===== src/rtl/rtc_bus_sequencer_pkg.sv =====
// Shared types and constants for the RTC multiplexed-bus burst engine.
package rtc_bus_pkg;

  typedef enum logic [2:0] {
    IDLE,
    ADDR,
    GAP,
    DATA,
    RECOV,
    FIN
  } state_e;

  // Strobe vectors, bit order {ad, cs, rd, wr}, all active-low.
  localparam logic [3:0] STROBE_IDLE  = 4'b1111;
  localparam logic [3:0] STROBE_ADDR  = 4'b0010;
  localparam logic [3:0] STROBE_WRITE = 4'b1010;
  localparam logic [3:0] STROBE_READ  = 4'b1001;

  // RTC register map used by the init / hour / date / chrono sequences.
  localparam logic [7:0] RTC_REG_SEC    = 8'h00;
  localparam logic [7:0] RTC_REG_MIN    = 8'h02;
  localparam logic [7:0] RTC_REG_HOUR   = 8'h04;
  localparam logic [7:0] RTC_REG_DAY    = 8'h07;
  localparam logic [7:0] RTC_REG_MONTH  = 8'h08;
  localparam logic [7:0] RTC_REG_YEAR   = 8'h09;
  localparam logic [7:0] RTC_REG_A      = 8'h0A;
  localparam logic [7:0] RTC_REG_B      = 8'h0B;
  localparam logic [7:0] RTC_REG_C      = 8'h0C;
  localparam logic [7:0] RTC_REG_CHRONO = 8'h0E;

  // Width of a length field able to hold 0..nreg.
  function automatic int len_width(input int nreg);
    return $clog2(nreg + 1);
  endfunction

endpackage


===== src/rtl/rtc_bus_sequencer_if.sv =====
// Request/response and RTC pin bundle of the burst engine.
interface rtc_bus_sequencer_if #(
  parameter int DW   = 8,
  parameter int NREG = 16,
  parameter int LW   = rtc_bus_pkg::len_width(NREG)
);
  logic                 req_valid;
  logic                 req_ready;
  logic                 req_write;
  logic [DW-1:0]        req_addr;
  logic [LW-1:0]        req_len;
  logic [NREG*DW-1:0]   req_wdata;
  logic                 abort;
  logic [NREG*DW-1:0]   rd_data;
  logic                 done;
  logic                 err;
  logic                 ad;
  logic                 cs;
  logic                 rd;
  logic                 wr;
  logic [DW-1:0]        ad_out;
  logic                 ad_oe;
  logic [DW-1:0]        ad_in;

  // Control side plus the RTC pins feeding back into the engine.
  modport master (
    output req_valid, req_write, req_addr, req_len, req_wdata, abort, ad_in,
    input  req_ready, rd_data, done, err, ad, cs, rd, wr, ad_out, ad_oe
  );

  // The burst engine itself.
  modport slave (
    input  req_valid, req_write, req_addr, req_len, req_wdata, abort, ad_in,
    output req_ready, rd_data, done, err, ad, cs, rd, wr, ad_out, ad_oe
  );
endinterface


===== src/rtl/rtc_bus_sequencer_phase_timer.sv =====
// Bus phase timer: reloads to T_PHASE-1, counts down, flags the last cycle.
module rtc_phase_timer #(
  parameter int T_PHASE = 4
) (
  input  logic clk,
  input  logic rst_n,
  input  logic load_i,
  output logic last_o
);
  localparam int CW = (T_PHASE > 1) ? $clog2(T_PHASE) : 1;

  logic [CW-1:0] cnt_q;

  // Down-counter; with T_PHASE=1 it sits at zero so every cycle is last.
  always_ff @(posedge clk or negedge rst_n) begin
    if (!rst_n)               cnt_q <= CW'(T_PHASE - 1);
    else if (load_i)          cnt_q <= CW'(T_PHASE - 1);
    else if (cnt_q != '0)     cnt_q <= cnt_q - 1'b1;
  end

  assign last_o = (cnt_q == '0);
endmodule


===== src/rtl/rtc_bus_sequencer.sv =====
// Burst engine for the RTC multiplexed AD/CS/RD/WR bus: 1..NREG consecutive
// registers per request, ADDR/GAP/DATA/RECOV phases of T_PHASE cycles each.
module rtc_bus_sequencer import rtc_bus_pkg::*; #(
  parameter int DW      = 8,
  parameter int NREG    = 16,
  parameter int T_PHASE = 4,
  parameter int LW      = len_width(NREG)
) (
  input  logic                clk,
  input  logic                rst,
  rtc_bus_sequencer_if.slave  bus
);
  localparam int IW = (NREG > 1) ? $clog2(NREG) : 1;

  state_e                     state_q, state_d;
  logic [LW-1:0]              idx_q, idx_d, len_q;
  logic [IW-1:0]              sel_q, sel_d;
  logic                       write_q, write_n;
  logic [DW-1:0]              addr_q, addr_n;
  logic [NREG-1:0][DW-1:0]    wdata_q, wdata_n, rd_data_q;
  logic                       fail_q, fail_d;
  logic [3:0]                 strb_q, strb_d;
  logic [DW-1:0]              ad_out_q, ad_out_d;
  logic                       ad_oe_q, ad_oe_d;
  logic                       req_ready_q, done_q, err_q;
  logic                       accept, capture, abort_bus, tmr_load, tmr_last;

  assign accept    = bus.req_valid && req_ready_q;
  assign abort_bus = bus.abort && (state_q inside {ADDR, GAP, DATA});
  // Reload on every phase boundary; holding it in IDLE/FIN preloads ADDR.
  assign tmr_load  = (state_q == IDLE) || (state_q == FIN) || tmr_last || abort_bus;

  assign write_n = accept ? bus.req_write : write_q;
  assign addr_n  = accept ? bus.req_addr  : addr_q;
  assign wdata_n = accept ? bus.req_wdata : wdata_q;
  assign sel_q   = idx_q[IW-1:0];
  assign sel_d   = idx_d[IW-1:0];

  rtc_phase_timer #(.T_PHASE(T_PHASE)) u_timer (
    .clk    (clk),
    .rst_n  (rst),
    .load_i (tmr_load),
    .last_o (tmr_last)
  );

  // Next-state: phase sequencing, register index, abort / length-error flag.
  always_comb begin
    state_d = state_q;
    idx_d   = idx_q;
    fail_d  = fail_q;
    capture = 1'b0;
    case (state_q)
      IDLE: if (accept) begin
        idx_d = '0;
        if (bus.req_len == '0 || bus.req_len > LW'(NREG)) begin
          state_d = FIN;
          fail_d  = 1'b1;
        end else begin
          state_d = ADDR;
          fail_d  = 1'b0;
        end
      end
      ADDR: begin
        if (bus.abort) begin state_d = RECOV; fail_d = 1'b1; end
        else if (tmr_last) state_d = GAP;
      end
      GAP: begin
        if (bus.abort) begin state_d = RECOV; fail_d = 1'b1; end
        else if (tmr_last) state_d = DATA;
      end
      DATA: begin
        if (bus.abort) begin state_d = RECOV; fail_d = 1'b1; end
        else if (tmr_last) begin
          state_d = RECOV;
          capture = !write_q;
        end
      end
      RECOV: begin
        // Abort here only marks the burst; RECOV still runs to its end.
        if (bus.abort) fail_d = 1'b1;
        if (tmr_last) begin
          if (fail_d || idx_q == len_q - 1'b1) state_d = FIN;
          else begin
            idx_d   = idx_q + 1'b1;
            state_d = ADDR;
          end
        end
      end
      FIN:     state_d = IDLE;
      default: state_d = IDLE;
    endcase
  end

  // Pin values for the state being entered, so the pins register with it.
  always_comb begin
    strb_d   = STROBE_IDLE;
    ad_oe_d  = 1'b0;
    ad_out_d = '0;
    case (state_d)
      ADDR: begin
        strb_d   = STROBE_ADDR;
        ad_oe_d  = 1'b1;
        ad_out_d = addr_n + DW'(idx_d);
      end
      DATA: begin
        if (write_n) begin
          strb_d   = STROBE_WRITE;
          ad_oe_d  = 1'b1;
          ad_out_d = wdata_n[sel_d];
        end else begin
          strb_d   = STROBE_READ;
        end
      end
      default: ;
    endcase
  end

  // FSM state, request latch, read capture and all registered outputs.
  always_ff @(posedge clk or negedge rst) begin
    if (!rst) begin
      state_q     <= IDLE;
      idx_q       <= '0;
      len_q       <= '0;
      write_q     <= 1'b0;
      addr_q      <= '0;
      wdata_q     <= '0;
      rd_data_q   <= '0;
      fail_q      <= 1'b0;
      strb_q      <= STROBE_IDLE;
      ad_out_q    <= '0;
      ad_oe_q     <= 1'b0;
      req_ready_q <= 1'b1;
      done_q      <= 1'b0;
      err_q       <= 1'b0;
    end else begin
      state_q     <= state_d;
      idx_q       <= idx_d;
      fail_q      <= fail_d;
      write_q     <= write_n;
      addr_q      <= addr_n;
      wdata_q     <= wdata_n;
      if (accept)  len_q <= bus.req_len;
      if (capture) rd_data_q[sel_q] <= bus.ad_in;
      strb_q      <= strb_d;
      ad_out_q    <= ad_out_d;
      ad_oe_q     <= ad_oe_d;
      req_ready_q <= (state_d == IDLE);
      done_q      <= (state_d == FIN);
      err_q       <= (state_d == FIN) && fail_d;
    end
  end

  assign bus.ad        = strb_q[3];
  assign bus.cs        = strb_q[2];
  assign bus.rd        = strb_q[1];
  assign bus.wr        = strb_q[0];
  assign bus.ad_out    = ad_out_q;
  assign bus.ad_oe     = ad_oe_q;
  assign bus.rd_data   = rd_data_q;
  assign bus.req_ready = req_ready_q;
  assign bus.done      = done_q;
  assign bus.err       = err_q;
endmodule


===== src/flat_wrapper.sv =====
// flat-port wrapper written by rule: the top's interface ports become plain ports
module rtc_bus_sequencer_flat import rtc_bus_pkg::*;
#(
  parameter int DW      = 8,
  parameter int NREG    = 16,
  parameter int T_PHASE = 4,
  parameter int LW      = len_width(NREG)
)
  (clk, rst, bus_req_valid, bus_req_write, bus_req_addr, bus_req_len, bus_req_wdata, bus_abort, bus_ad_in, bus_req_ready, bus_rd_data, bus_done, bus_err, bus_ad, bus_cs, bus_rd, bus_wr, bus_ad_out, bus_ad_oe);
  rtc_bus_sequencer_if #(.DW(DW), .NREG(NREG), .LW(LW)) bus_i ();
  input  logic clk;
  input  logic rst;
  input wire logic [$bits(bus_i.req_valid)-1:0] bus_req_valid;
  input wire logic [$bits(bus_i.req_write)-1:0] bus_req_write;
  input wire logic [$bits(bus_i.req_addr)-1:0] bus_req_addr;
  input wire logic [$bits(bus_i.req_len)-1:0] bus_req_len;
  input wire logic [$bits(bus_i.req_wdata)-1:0] bus_req_wdata;
  input wire logic [$bits(bus_i.abort)-1:0] bus_abort;
  input wire logic [$bits(bus_i.ad_in)-1:0] bus_ad_in;
  output wire logic [$bits(bus_i.req_ready)-1:0] bus_req_ready;
  output wire logic [$bits(bus_i.rd_data)-1:0] bus_rd_data;
  output wire logic [$bits(bus_i.done)-1:0] bus_done;
  output wire logic [$bits(bus_i.err)-1:0] bus_err;
  output wire logic [$bits(bus_i.ad)-1:0] bus_ad;
  output wire logic [$bits(bus_i.cs)-1:0] bus_cs;
  output wire logic [$bits(bus_i.rd)-1:0] bus_rd;
  output wire logic [$bits(bus_i.wr)-1:0] bus_wr;
  output wire logic [$bits(bus_i.ad_out)-1:0] bus_ad_out;
  output wire logic [$bits(bus_i.ad_oe)-1:0] bus_ad_oe;
  assign bus_i.req_valid = bus_req_valid;
  assign bus_i.req_write = bus_req_write;
  assign bus_i.req_addr = bus_req_addr;
  assign bus_i.req_len = bus_req_len;
  assign bus_i.req_wdata = bus_req_wdata;
  assign bus_i.abort = bus_abort;
  assign bus_i.ad_in = bus_ad_in;
  assign bus_req_ready = bus_i.req_ready;
  assign bus_rd_data = bus_i.rd_data;
  assign bus_done = bus_i.done;
  assign bus_err = bus_i.err;
  assign bus_ad = bus_i.ad;
  assign bus_cs = bus_i.cs;
  assign bus_rd = bus_i.rd;
  assign bus_wr = bus_i.wr;
  assign bus_ad_out = bus_i.ad_out;
  assign bus_ad_oe = bus_i.ad_oe;
  rtc_bus_sequencer #(.DW(DW), .NREG(NREG), .T_PHASE(T_PHASE), .LW(LW)) u_core (.clk(clk), .rst(rst), .bus(bus_i));
endmodule

===== config.mk =====
export PLATFORM = sky130hd
export DESIGN_NAME = rtc_bus_sequencer_flat
export DESIGN_NICKNAME = d
export VERILOG_FILES = /design/src/rtl/rtc_bus_sequencer_pkg.sv /design/src/rtl/rtc_bus_sequencer_if.sv /design/src/rtl/rtc_bus_sequencer_phase_timer.sv /design/src/rtl/rtc_bus_sequencer.sv /design/src/flat_wrapper.sv
export SDC_FILE = /design/constraint.sdc
export NUM_CORES = 1
export LEC_CHECK = 0
export CORE_ASPECT_RATIO = 0.8
export CORE_MARGIN = 4
export CORE_UTILIZATION = 50
export DETAILED_ROUTE_END_ITERATION = 16
export MAX_ROUTING_LAYER = met4
export PLACE_DENSITY_LB_ADDON = 0.08
export SKIP_CTS_REPAIR_TIMING = 1
export SLEW_MARGIN = 20
export SYNTH_ARGS = -nofsm -noshare
export SYNTH_HDL_FRONTEND = slang
export SYNTH_SLANG_ARGS = --single-unit
export TNS_END_PERCENT = 30

===== constraint.sdc =====
create_clock -name clk -period 5.1 [get_ports clk]
set_input_delay 0.51 -clock clk [delete_from_list [all_inputs] [get_ports clk]]
set_output_delay 0.51 -clock clk [all_outputs]
set_load 0.02 [all_outputs]

======== Yosys cells after proc, flatten, opt, wreduce, memory -nomap -nowiden ========
Index checks and enable logic that the tools add are counted.
word-level totals
  register bits ........................... 297
  latch bits .............................. 0
  bits in writable memories ............... 0
  ROM bits ................................ 0
  bits of input ports ..................... 154
  memories ................................ 0
operators by class
  add/subtract/negate cells ............... 4
  multipliers ............................. 0
  div/mod/pow operators ................... 0
  order comparisons ....................... 4
  equal/unequal tests ..................... 9
  shifts and indexed selects .............. 0
  muxes and demuxes ....................... 39
  bitwise operators ....................... 0
  reductions and logical operators ........ 18
operators by type and width
  cell                 number
  $bwmux 128           1
  $mux 128             1
  $bmux 8 s4           1
  $demux 8 s4          1
  $mux 8               4
  $mux 3               10
  $pmux 8 s2           1
  $mux 5               3
  $pmux 3 s5           1
  $lt 4x5->1 const B   2
  $pmux 5 s2           1
  $eq 3x2->1 const B   3
  $eq 3x3->1 const B   3
  $mux 1               9
  $add 8x5->8          1
  $pmux 4 s2           1
  $eq 3x1->1 const B   2
  $logic_not 3->1      2
  $mux 2               3
  $add 5x1->5 const B  1
  $eq 5x5->1           1
  $gt 5x5->1 const B   1
  $logic_not 5->1      1
  $logic_or 1x1->1     5
  other kinds (11)     15

======== Longest topological paths before layout ========
  depth in word-level cells ............... 10
  gate-level depth with buffers ........... 21
  mapped depth without buffers ............ 19

======== Hierarchy ========
From an unflattened synthesis, not the netlist that was laid out.
unflattened totals
  cell total of the unflattened synthesis .. 1036
  area total of the unflattened synthesis .. 13415.4 um^2
modules (own cells, without submodules)
  module             instances  cells an instance  area an instance (um^2)  sequential area each (um^2)
  rtc_bus_sequencer  1          1026               13307.8                  7388.3
  rtc_phase_timer    1          10                 107.6                    52.6

======== Worst setup path before layout ========
Ideal clock, no wire load.
  kind .................................... flip-flop to flip-flop
  from .................................... register u_core.req_ready_q, in the netlist u_core.bus.req_ready
  to ...................................... register u_core.ad_out_q[7], in the netlist u_core.bus.ad_out[7]
  setup time .............................. 126 ps
  arrival ................................. 4098 ps
  required time ........................... 4974 ps
  path slack .............................. 876 ps
  stages on the path, launching flop included .. 18
  period minus slack after synthesis ...... 4224 ps
  cells stage by stage .................... dfstp_2 -> and2_1 -> buf_2 -> buf_1 -> buf_2 -> buf_1 -> buf_1 -> mux2i_1 -> inv_1 -> ha_1 -> a21o_1 -> a21oi_1 -> o21bai_1 -> a21oi_1 -> or3_1 -> xor2_1 -> nor2_1 -> a311o_1
on the way
  elaborated cells on any way between the ends .. 15
  classes of those cells .................. 1 x add/sub; 2 x eq/ne; 11 x mux; 1 x reduce/logical
RTL lines
  item                    line                      text
  from (decl)             rtc_bus_sequencer.sv:25   logic req_ready_q, done_q, err_q;
  from (signal assigned)  rtc_bus_sequencer.sv:147  req_ready_q <= (state_d == IDLE);
  $logic_and 1x1->1       rtc_bus_sequencer.sv:28   assign accept = bus.req_valid && req_ready_q;
  $mux 8                  rtc_bus_sequencer.sv:34   assign addr_n = accept ? bus.req_addr : addr_q;
  net u_core.addr_n[1]    rtc_bus_sequencer.sv:19   logic [DW-1:0] addr_q, addr_n;
  $add 8x5->8             rtc_bus_sequencer.sv:103  ad_out_d = addr_n + DW'(idx_d);
  $pmux 8 s2              rtc_bus_sequencer.sv:99   case (state_d)
  net u_core.ad_out_d[7]  rtc_bus_sequencer.sv:23   logic [DW-1:0] ad_out_q, ad_out_d;
  to (signal assigned)    rtc_bus_sequencer.sv:145  ad_out_q <= ad_out_d;
  to (decl)               rtc_bus_sequencer.sv:23
The timed path passes the listed nets, and every way through them passes these cells. The select of a mux whose other input is x is not followed.
A chain may end at the register's enable or synchronous reset.

======== Worst setup path in the final report ========
  from .................................... register u_core.len_q[0]
  to ...................................... register u_core.ad_out_q[7], in the netlist u_core.bus.ad_out[7]
on the way
  longest elaborated chain between the ends .. 10
  elaborated cells on any way between the ends .. 16
  classes of those cells .................. 2 x add/sub; 3 x eq/ne; 10 x mux; 1 x reduce/logical
ends and longest elaborated chain
  item                          line                      text
  from (decl)                   rtc_bus_sequencer.sv:16   logic [LW-1:0] idx_q, idx_d, len_q;
  from (signal assigned)        rtc_bus_sequencer.sv:142  if (accept) len_q <= bus.req_len;
  $sub 5x1->5 (*)               rtc_bus_sequencer.sv:82   if (fail_d || idx_q == len_q - 1'b1) state_d = FIN;
  $eq 5x5->1 (*)                rtc_bus_sequencer.sv:82
  $logic_or 1x1->1 (*)          rtc_bus_sequencer.sv:82
  $mux 5 (*)                    rtc_bus_sequencer.sv:82
  $mux 5 (*)                    rtc_bus_sequencer.sv:81   if (tmr_last) begin
  $pmux 5 s2 (*)                rtc_bus_sequencer.sv:52   case (state_q)
  net u_core.idx_d[2]           rtc_bus_sequencer.sv:16
  $bmux 8 s4                    rtc_bus_sequencer.sv:109  ad_out_d = wdata_n[sel_d];
  $mux 8 (not written as such)  rtc_bus_sequencer.sv:109
  $mux 8                        rtc_bus_sequencer.sv:106  if (write_n) begin
  $pmux 8 s2 (*)                rtc_bus_sequencer.sv:99
  net u_core.ad_out_d[7]        rtc_bus_sequencer.sv:23
Mark *: on every way through the listed nets, which the timed path passes. The rest lies on a longest branch. The select of a mux whose other input is x is not followed.

==> impl_metrics.yaml <==
run_status:
  status: "finished with violations"
  failed_checks: "negative hold slack"
yosys:
  synth_cell_type_count: 62
  synth_edf_count: 0
  ys_async_sr_fraction_pct: 100
  synth.top_cell.area_share_pct: 56.0
  yosys_warnings: 0
  ys_ff_latch: 297
  synth_top_cell_by_area: "dfrtp_1"
  syn_nets: 1110
  syn_area_per_cell_um2: 13.7
  synth_ff_type: "dfrtp_1"
  synth.cell_area_um2: 13000
  synth_area_leaders: "dfrtp_1, mux2_2, mux2i_1"
  synth_cells: 944
  yosysMostFrequentCell: "dfrtp_1"
  ys_top_cells_by_count: "dfrtp_1, mux2_2, mux2i_1, nand2_1, nor2_1"
  ys_seq_area_share_pct: 57.4
finish:
  drive_above_1_share_pct: 27.4
  final_area_um2: 17300
  nets: 1400
  area_growth_pct: 33.4
  utilization_pct: 68.0
global_routing:
  antenna_found_initial: 3
  grt_pass1_vias: 9064
  grt_usage_pct: 24.3
  grt_max_degree: 107
  grt-ovfl-total: 0
  grt_pass1_wl_um: 53300
clocking:
  cts_sinks: 297
  cts_buffer_depth: 3
  numCtsBuffers: 31
  h-tree-depth: 1
  clk_latency_ns: 0.55
  cts.clk_slew.worst_paths_ns: 0.06
  cts_tree: "done"
  root_buffer: "clkbuf_16"
routing:
  avgViaCountPerCell: 5.35
  detail_route.wl_per_cell_um: 21.3
  drc_errors: 0
  highest_layer: "met4"
  route.vias.total: 8606
  dr.pass1.iters: 5
  ant_nets: 0
  wl_met3_um: 2660
  drt_iter0_markers: 572
  wl_met2_um: 15000
  routed_wirelength_um: 34300
  drt-met1-wl_um: 15900
critical_path:
  reg2reg_setup_slack_ns: 1.12
  critical_path.max_stage_delay_ns: 0.63
  endpoint_kind: "flop"
  cp_slowest_cell: "a211oi_4"
  critPathRequiredTime_ns: 5.53
  r2r_end: "u_core.bus.ad_out[7]"
  arrival_ns: 4.41
  crit_type: "reg2reg"
  reg2regPathDepth: 16
  r2r_start: "u_core.len_q[0]"
  path_cells: "inv_1 -> ha_1 -> nand2b_1 -> a21boi_0 -> o311a_2 -> mux2i_1 -> a211oi_4 -> inv_4 -> ha_1 -> a21oi_1 -> o21bai_1 -> a21oi_1 -> or3_1 -> xor2_1 -> nor2_1 -> a311o_1"
  start_kind: "flop"
  critPathMaxFanout: 8
sta:
  finalSetupViolations: 0
  fin_skew_ns: 0.00872
  maxSlewHeadroom_pct: 43.4
  max_freq_mhz: 251
  finalHoldViolCount: 1
  tightest_slew_ns: 0.847
  rsz0062_at_grt: "no"
  fin_crit_sh_pct: 78.1
  hold_ws_ns: -0.00420
  fin_tns_setup_ns: 0
  finalCriticalPeriod_ns: 3.98
  slew_viol_final: 0
floorplan:
  fp-row-count: 52
  dieHeight_um: 152
  die_area_um2: 28600
  core_area_um2: 25400
  die_w_um: 188
  initial_utilization_pct: 51.0
  io_pins: 298
flow_run:
  drv_cap: 0
place:
  routabilityCongestion: 0.903
  dp_hpwl_um: 24500
  port_buffers: 297
  place_area_um2: 16200
power:
  power.static_leakage_nw: 7.83
  irDropWorstVdd_uv: 302
  p_per_area_nw_per_um2: 464
worst_hold_path:
  hold_path_class: "in2async"
-- how the worst max path moves through the flow --
stage                         startpoint                    to  slack [ns]  depth (start not counted)
finish                   u_core.len_q[0]  u_core.bus.ad_out[7]        1.12                         16
global route             u_core.len_q[0]  u_core.bus.ad_out[7]        0.82                         16
CTS                      u_core.len_q[0]  u_core.bus.ad_out[7]        1.10                         16
detailed placement         bus_req_valid  u_core.bus.ad_out[7]        0.76                         13
global placement           bus_req_valid  u_core.bus.ad_out[3]        0.91                          8
floorplan           u_core.bus.req_ready  u_core.bus.ad_out[7]        0.88                         17
-- through the flow --
step	setup WS, ns	std cells	power [mW]
5_1_grt	0.817	1609	8.46
3_3_place_gp	0.906	1552	5.69
4_1_cts	1.10	1606	8.08
6_report	1.12	1609	8.03
3_5_place_dp	0.761	1552	5.75
2_1_floorplan	0.876	944	5.00
-- state kept, by name, indices dropped and copies added (netlist names), 3 cells and up --
name / flops
u_core.len_q: 5
u_core.addr_q: 8
u_core.strb_q: 4
u_core.bus.rd_data: 128
u_core.state_q: 3
u_core.idx_q: 5
u_core.wdata_q: 128
u_core.bus.ad_out: 8
-- routing by layer --
layer,vias to the layer above,GRT usage [%]
met3,47,6.54
met2,287,35.1
met5,-,-
met4,0,4.89
met1,4319,35.1
li1,3953,-
-- cell usage in the layout, fill, tap and decap left out, types with 6 or more instances in the layout --
cell type        count
a21oi_1             13
and2_1               9
buf_4                8
clkbuf_1             7
clkbuf_16           31
clkbuf_8             6
clkdlybuf4s50_1    296
clkinv_2             6
dfrtp_1            290
dfstp_2              7
ha_1                11
inv_1               22
mux2_2             262
mux2i_1             67
nand2_1             46
nor2_1              27
o211ai_1             8
o21ai_0             17
o22a_1               7
o22ai_1              9
xnor2_1              9
xor2_1               7
-- kinds of logic (layout without fill, tap and decap cells) --
group / count (synthesis) / in the layout / share of synthesized area, %
other cells: 0 / 3 / 0
buf+inv: 74 / 385 / 2.42
simple gates: 128 / 128 / 5.05
flops: 297 / 297 / 57.4
compound gates: 88 / 88 / 4.91
mux: 329 / 329 / 27.9
fa+ha+maj: 12 / 12 / 1.22
xor+xnor: 16 / 16 / 1.08
-- layout make-up --
class	instances	area, µm²
Antenna cell	3	7.51
Clock buffer	44	885
Clock inverter	10	150
Fill cell	1863	8150
Inverter	25	96.3
Multi-Input combinational cell	573	5210
Sequential cell	297	7440
Tap cell	351	439
Timing Repair Buffer	306	3060
-- critical path: cells and delay by family (launching register included) --
| kind | cells | cell delay [ns] |
|---|---|---|
| compound gates | 7 | 2.01 |
| xor+xnor | 1 | 0.19 |
| fa+ha+maj | 2 | 0.58 |
| buf+inv | 2 | 0.18 |
| flops | 1 | 0.40 |
| mux | 1 | 0.17 |
| simple gates | 3 | 0.33 |
-- power by group --
group	internal [mW]	switching [mW]	total, mW
clock	1.40	0.912	2.31
combinational	1.20	1.28	2.48
sequential	3.00	0.232	3.24
Power figures use the tool's default switching activity.
